<file path="src/rtl/root_accel_pkg.sv">
// Shared definitions for root_accel: FSM state encoding and width-derivation helpers.
package root_accel_pkg;

    typedef enum logic [2:0] {
        IDLE    = 3'd0,
        CB_SQ   = 3'd1,
        CB_CUBE = 3'd2,
        CB_CMP  = 3'd3,
        ADD     = 3'd4,
        SQ_INIT = 3'd5,
        SQ_STEP = 3'd6,
        DONE    = 3'd7
    } state_e;

    function automatic int ceil_div(input int n, input int d);
        return (n + d - 1) / d;
    endfunction

    function automatic logic [15:0] sat_inc16(input logic [15:0] v);
        return (v == 16'hFFFF) ? v : v + 16'd1;
    endfunction

endpackage

</file>
<file path="src/rtl/root_accel_mult_seq.sv">
// Sequential shift-add multiplier: busy for BW+1 cycles after start, product valid when busy falls.
module mult_seq #(
    parameter int AW = 6,
    parameter int BW = 3
) (
    input  logic             clk_i,
    input  logic             rst_i,
    input  logic             start_i,
    input  logic [AW-1:0]    a_bi,
    input  logic [BW-1:0]    b_bi,
    output logic             busy_o,
    output logic [AW+BW-1:0] y_bo
);
    localparam int CNTW = $clog2(BW + 1);

    logic [AW+BW-1:0] acc_q;
    logic [AW+BW-1:0] a_q;
    logic [BW-1:0]    b_q;
    logic [CNTW-1:0]  cnt_q;
    logic             busy_q;

    always_ff @(posedge clk_i) begin
        if (rst_i) begin
            acc_q  <= '0;
            a_q    <= '0;
            b_q    <= '0;
            cnt_q  <= '0;
            busy_q <= 1'b0;
        end else if (!busy_q) begin
            if (start_i) begin
                acc_q  <= '0;
                a_q    <= (AW+BW)'(a_bi);
                b_q    <= b_bi;
                cnt_q  <= CNTW'(BW);
                busy_q <= 1'b1;
            end
        end else if (cnt_q != '0) begin
            if (b_q[0]) acc_q <= acc_q + a_q;
            a_q   <= a_q << 1;
            b_q   <= b_q >> 1;
            cnt_q <= cnt_q - 1'b1;
        end else begin
            busy_q <= 1'b0;
        end
    end

    assign busy_o = busy_q;
    assign y_bo   = acc_q;

endmodule

</file>
<file path="src/rtl/root_accel.sv">
// root_accel: y = floor(sqrt(a + floor(cbrt(b)))), multi-cycle FSM with a shared sequential multiplier.
// Define ROOT_ACCEL_CYCLES_EN to add the cycles_bo per-operation cycle counter output.
module root_accel
    import root_accel_pkg::*;
#(
    parameter int W = 8
) (
    input  logic                                   clk_i,
    input  logic                                   rst_i,
    input  logic                                   start_i,
    input  logic [W-1:0]                           a_bi,
    input  logic [W-1:0]                           b_bi,
    output logic                                   busy_o,
    output logic                                   valid_o,
    output logic [root_accel_pkg::ceil_div(W+1,2)-1:0] y_bo
`ifdef ROOT_ACCEL_CYCLES_EN
    ,
    output logic [15:0]                            cycles_bo
`endif
);
    localparam int CW   = ceil_div(W, 3);
    localparam int XW   = W + 1;
    localparam int YW   = ceil_div(XW, 2);
    localparam int SW   = 2 * CW;
    localparam int PW   = 3 * CW;
    localparam int REMW = YW + 3;
    localparam int BITW = $clog2(CW);
    localparam int STW  = $clog2(YW);

    state_e           state_q;
    logic [W-1:0]     a_q, b_q;
    logic [CW-1:0]    r_q;
    logic [BITW-1:0]  bit_q;
    logic [SW-1:0]    sq_q;
    logic [PW-1:0]    cube_q;
    logic [XW-1:0]    x_q;
    logic [2*YW-1:0]  xs_q;
    logic [REMW-1:0]  rem_q;
    logic [YW-1:0]    root_q, y_q;
    logic [STW-1:0]   step_q;
    logic             mul_start_q, mul_run_q, valid_q;

    logic [CW-1:0]    cand;
    logic [SW-1:0]    mul_a;
    logic [PW-1:0]    mul_y;
    logic             mul_busy;
    logic [REMW-1:0]  rem_sh, trial, rem_d;
    logic [YW-1:0]    root_d;
    logic             ge;

    assign cand  = r_q | (CW'(1) << bit_q);
    assign mul_a = (state_q == CB_CUBE) ? sq_q : SW'(cand);

    mult_seq #(.AW(SW), .BW(CW)) u_mult (
        .clk_i  (clk_i),
        .rst_i  (rst_i),
        .start_i(mul_start_q),
        .a_bi   (mul_a),
        .b_bi   (cand),
        .busy_o (mul_busy),
        .y_bo   (mul_y)
    );

    // Restoring square root: bring down the next bit pair, try subtracting 4*root+1.
    assign rem_sh = {rem_q[REMW-3:0], xs_q[2*YW-1 -: 2]};
    assign trial  = REMW'({root_q, 2'b01});
    assign ge     = (rem_sh >= trial);
    assign rem_d  = ge ? (rem_sh - trial) : rem_sh;
    assign root_d = {root_q[YW-2:0], ge};

    always_ff @(posedge clk_i) begin
        if (rst_i) begin
            state_q     <= IDLE;
            a_q         <= '0;
            b_q         <= '0;
            r_q         <= '0;
            bit_q       <= '0;
            sq_q        <= '0;
            cube_q      <= '0;
            x_q         <= '0;
            xs_q        <= '0;
            rem_q       <= '0;
            root_q      <= '0;
            y_q         <= '0;
            step_q      <= '0;
            mul_start_q <= 1'b0;
            mul_run_q   <= 1'b0;
            valid_q     <= 1'b0;
        end else begin
            valid_q <= 1'b0;
            case (state_q)
                IDLE: if (start_i) begin
                    a_q       <= a_bi;
                    b_q       <= b_bi;
                    r_q       <= '0;
                    bit_q     <= BITW'(CW - 1);
                    mul_run_q <= 1'b0;
                    state_q   <= CB_SQ;
                end
                CB_SQ, CB_CUBE: begin
                    // Launch once, give the multiplier a cycle to raise busy, then wait for it to drop.
                    if (!mul_run_q) begin
                        mul_start_q <= 1'b1;
                        mul_run_q   <= 1'b1;
                    end else if (mul_start_q) begin
                        mul_start_q <= 1'b0;
                    end else if (!mul_busy) begin
                        mul_run_q <= 1'b0;
                        if (state_q == CB_SQ) begin
                            sq_q    <= mul_y[SW-1:0];
                            state_q <= CB_CUBE;
                        end else begin
                            cube_q  <= mul_y;
                            state_q <= CB_CMP;
                        end
                    end
                end
                CB_CMP: begin
                    if (cube_q <= PW'(b_q)) r_q <= cand;
                    if (bit_q == '0) begin
                        state_q <= ADD;
                    end else begin
                        bit_q   <= bit_q - 1'b1;
                        state_q <= CB_SQ;
                    end
                end
                ADD: begin
                    x_q     <= XW'(a_q) + XW'(r_q);
                    state_q <= SQ_INIT;
                end
                SQ_INIT: begin
                    xs_q    <= (2*YW)'(x_q);
                    rem_q   <= '0;
                    root_q  <= '0;
                    step_q  <= STW'(YW - 1);
                    state_q <= SQ_STEP;
                end
                SQ_STEP: begin
                    rem_q  <= rem_d;
                    root_q <= root_d;
                    xs_q   <= xs_q << 2;
                    if (step_q == '0) begin
                        y_q     <= root_d;
                        valid_q <= 1'b1;
                        state_q <= DONE;
                    end else begin
                        step_q <= step_q - 1'b1;
                    end
                end
                DONE:    state_q <= IDLE;
                default: state_q <= IDLE;
            endcase
        end
    end

    assign busy_o  = (state_q != IDLE);
    assign valid_o = valid_q;
    assign y_bo    = y_q;

`ifdef ROOT_ACCEL_CYCLES_EN
    // cnt_q holds the index of the current busy cycle; the total includes the DONE cycle.
    logic [15:0] cnt_q, cycles_q;

    always_ff @(posedge clk_i) begin
        if (rst_i) begin
            cnt_q    <= '0;
            cycles_q <= '0;
        end else begin
            if (state_q == IDLE && start_i) cnt_q <= 16'd1;
            else if (state_q != IDLE)       cnt_q <= sat_inc16(cnt_q);
            if (state_q == SQ_STEP && step_q == '0) cycles_q <= sat_inc16(cnt_q);
        end
    end

    assign cycles_bo = cycles_q;
`endif

endmodule

</file>
<file path="config.mk">
export PLATFORM = sky130hd
export DESIGN_NAME = root_accel
export DESIGN_NICKNAME = d
export VERILOG_FILES = /design/src/rtl/root_accel_pkg.sv /design/src/rtl/root_accel_mult_seq.sv /design/src/rtl/root_accel.sv
export SDC_FILE = /design/constraint.sdc
export NUM_CORES = 1
export LEC_CHECK = 0
export ABC_CLOCK_PERIOD_IN_PS = 2550
export BUFFER_PORTS_ARGS = -buffer_cell sky130_fd_sc_hd__buf_4
export CORE_MARGIN = 2
export CORE_UTILIZATION = 49
export DETAILED_ROUTE_END_ITERATION = 6
export MAX_ROUTING_LAYER = met4
export PLACE_DENSITY = 0.75
export SETUP_SLACK_MARGIN = 0.15
export SLEW_MARGIN = 0
export SYNTH_ARGS = -nofsm -noshare
export SYNTH_HDL_FRONTEND = slang
export SYNTH_SLANG_ARGS = --single-unit
</file>
<file path="constraint.sdc">
create_clock -name clk_i -period 2.55 [get_ports clk_i]
set_input_delay 0.255 -clock clk_i [delete_from_list [all_inputs] [get_ports clk_i]]
set_output_delay 0.255 -clock clk_i [all_outputs]
set_load 0.01 [all_outputs]
</file>
==> flow_metrics.py <==
metrics = {
    "setup_path": {
        "critPathLaunchType": "flip-flop",
        "worst-path-stages": 7,
        "critical_path.top_delay_family": "compound AO/OA/AOI/OAI gates",
        "cp.arrival_ns": 2.43,
        "required_ns": 2.84,
        "slowest_delay_ns": 0.37,
        "critPathMaxFanout": 4,
        "ff2ff_path_depth": 7,
        "critPathKind": "reg2reg",
        "worstSetupEndpointType": "flip-flop",
        "critPathBufInv": 1,
        "crit_chain": "inv_1 -> ha_1 -> a21o_1 -> a211o_1 -> a41oi_4 -> mux2_2 -> a22o_1",
        "cp_slowest_cell": "dfxtp_1",
    },
    "sta": {
        "finalHoldViolCount": 0,
        "rsz0062_at_grt": "false",
        "fin_skew_ns": 0.00978,
        "finalCritPeriodShare_pct": 83.9,
        "setup_tns_ns": 0,
        "worst_pin_slew_ns": 0.557,
        "period_needed_ns": 2.14,
        "drv_slew": 0,
        "fmax_mhz": 467,
        "relSlewSlack_pct": 62.8,
        "setup_violations": 0,
    },
    "run_status": {
        "outcome": "finished, final reports clean",
    },
    "drt": {
        "drc": 0,
        "drtIter0Drc": 215,
        "drtPass1Iterations": 5,
        "ant_nets": 0,
        "wl_per_cell_um": 13.5,
        "vias": 4268,
        "vias_per_cell": 5.45,
        "drt_wl_total_mm": 10.6,
    },
    "logic_synthesis": {
        "netlist_area_um2": 5090,
        "synth-async-reset-ratio_pct": 0,
        "syn_nets": 680,
        "yosysWarnings": 0,
        "synthMuxAreaShare_pct": 3.25,
        "synth_fa_ha_area_share_pct": 8.66,
        "synth_ff_type": "dfxtp_1",
        "ys_seq_area_share_pct": 40.9,
        "synth_edf_count": 0,
        "synth.area.top_cells": "dfxtp_1 (41%), nand2_1 (8.3%), ha_1 (7.9%)",
        "ys_seq_elements": 104,
        "yosys.area.top_type": "dfxtp_1",
        "synth_compound_area_share_pct": 18.3,
        "synth_cells": 627,
        "synthDistinctLibCells": 50,
        "syn_area_per_cell_um2": 8.11,
        "synth_xor_area_share_pct": 2.24,
        "synth-simple-area-share_pct": 21.5,
        "synth_top_area_share_pct": 40.9,
        "synth_top_family_by_area": "simple AND/OR/NAND/NOR gates",
    },
    "floorplan": {
        "io_pins": 26,
        "core_um2": 10200,
        "start_util_pct": 49.9,
        "die_area_um2": 11200,
        "fp.dieW_um": 106,
        "rows": 37,
        "fp.dieH_um": 106,
    },
    "power_and_ir_drop": {
        "p_leak_nw": 2.20,
        "power_mw": 3.03,
        "powerDensity_nw_per_um2": 544,
        "vdd_drop_max_uv": 365,
    },
    "finish": {
        "diodes": 0,
        "syn_to_final_growth_pct": 9.67,
        "nFillCells": 950,
        "final_nets": 695,
        "layout.area.seq_um2": 2080,
        "drive_above_1_share_pct": 9.27,
        "fin_util_pct": 54.8,
        "multi_input_area_um2": 2740,
    },
    "place": {
        "dpl.hpwl_mm": 7.67,
        "gp_congestion": 0.950,
        "port_buffers": 25,
    },
    "hold_path": {
        "hold_class": "in2reg",
        "worstHoldPathCells": 3,
    },
    "grt": {
        "grt_use_total_pct": 20.7,
        "antenna_found_initial": 0,
        "grt_max_degree": 48,
        "grt_pass1_wl_mm": 18.5,
        "first_global_vias": 4053,
        "grt_overflow": 0,
    },
    "clock_network": {
        "cts_root_buf": "clkbuf_8",
        "cts_htree_levels": 3,
        "cts_resized": 0,
        "clock_sinks": 104,
        "cts_buffers": 9,
        "clk_pin_slew_worst_paths_ns": 0.10,
        "cts_tree": "yes",
        "clk_latency_ns": 0.39,
        "clock_path_buffers": 2,
    },
    "run": {
        "cap_violations": 0,
    },
}
-- path summary, 6_finish.rpt --
| path | slack (ns) | from | end |
|---|---|---|---|
| worst min register to register | 0.46 | b_q[4] | b_q[4] |
| worst max-delay path | 0.41 | root_q[3] | rem_q[3] |
| worst min-delay path | 0.11 | a_bi[5] | a_q[5] |
| worst max register to register | 0.41 | root_q[3] | rem_q[3] |
-- cells in the final DEF, fill, tap and decap left out, types with 10 or more instances in the layout --
cell and count:
nand3_1 12, nor2b_1 10, o21ai_0 14, ha_1 32, nand2_1 112, nor3_1 11
nor2_1 71, mux2i_1 12, inv_1 34, a22oi_1 11, clkbuf_8 10, buf_4 37
dfxtp_1 104, a21oi_1 61
-- cells in the mapped netlist, drive strengths merged, types with 2 or more instances --
| cell | instances |
|---|---|
| a211oi | 7 |
| or4 | 2 |
| mux2 | 4 |
| a31oi | 7 |
| xor2 | 4 |
| and2 | 3 |
| o31ai | 3 |
| nand2b | 9 |
| nor3 | 11 |
| a22o | 6 |
| a21o | 5 |
| nor2b | 10 |
| a22oi | 11 |
| dfxtp | 104 |
| nand4 | 5 |
| mux2i | 12 |
| nor3b | 3 |
| a211o | 2 |
| a21oi | 61 |
| buf | 12 |
| o21a | 6 |
| ha | 32 |
| and3 | 5 |
| fa | 2 |
| a32oi | 2 |
| inv | 34 |
| nand2 | 112 |
| o211ai | 5 |
| nor2 | 71 |
| a311oi | 8 |
| nand3 | 12 |
| clkbuf | 21 |
| o21ai | 15 |
| xnor2 | 9 |
-- tightest hold or removal path: cells and delay by family --
family | cells | cell delay (ns)
AO/OA/AOI/OAI | 1 | 0.05
buffers and inverters | 1 | 0.11
AND/OR/NAND/NOR | 1 | 0.05
-- layout make-up --
class,count,share of cell area (%)
sequential,104,37.3
tap,136,3.05
multi-input combinational,456,49.1
timing repair buffer,37,4.98
clock inverter,6,0.763
inverter,34,2.29
clock buffer,10,2.47
-- cells by family after synthesis --
kind of cell | count (synthesis)
flops | 104
xor+xnor | 13
mux | 16
compound gates | 144
fa+ha+maj | 34
simple gates | 249
buf+inv | 67
-- state kept, by name, indices dropped and copies added, names as in the netlist, 5 cells and up --
register and flops:
x_q 9, u_mult.y_bo 9, y_bo 5, root_q 5, sq_q 6, rem_q 6
a_q 8, xs_q 10, cube_q 9, u_mult.a_q 9, b_q 8
-- layer usage --
| metal | routed length, µm | track usage, % | up-vias |
|---|---|---|---|
| li1 | - | - | 2176 |
| met3 | 314 | 5.13 | 10 |
| met5 | 0 | - | - |
| met2 | 5200 | 33.5 | 49 |
| met4 | 95 | 5.64 | 0 |
| met1 | 4990 | 25.8 | 2033 |
-- where the power goes --
part	total, mW	internal (mW)	switching (mW)
Combinational	0.355	0.137	0.218
Sequential	1.71	1.67	0.0357
Clock	0.971	0.385	0.586
-- per-stage QoR --
| stage | setup slack (ns) | hold slack, ns | instance area [µm²] | std cells |
|---|---|---|---|---|
| finish | 0.411 | 0.108 | 5580 | 783 |
| global route | 0.254 | 0.0943 | 5580 | 783 |
| CTS | 0.274 | 0.0950 | 5570 | 782 |
| detailed placement | 0.282 | 0.446 | 5390 | 766 |
| global placement | 0.327 | 0.438 | 5390 | 766 |
| floorplan | 0.402 | 0.391 | 5090 | 627 |
-- timing repair --
action / in CTS / in global routing
hold buffers: 0 / 0
buffers inserted: 0 / 1
setup endpoints to repair: 0 / 2
No activity file was read; power rests on OpenSTA's default activity.
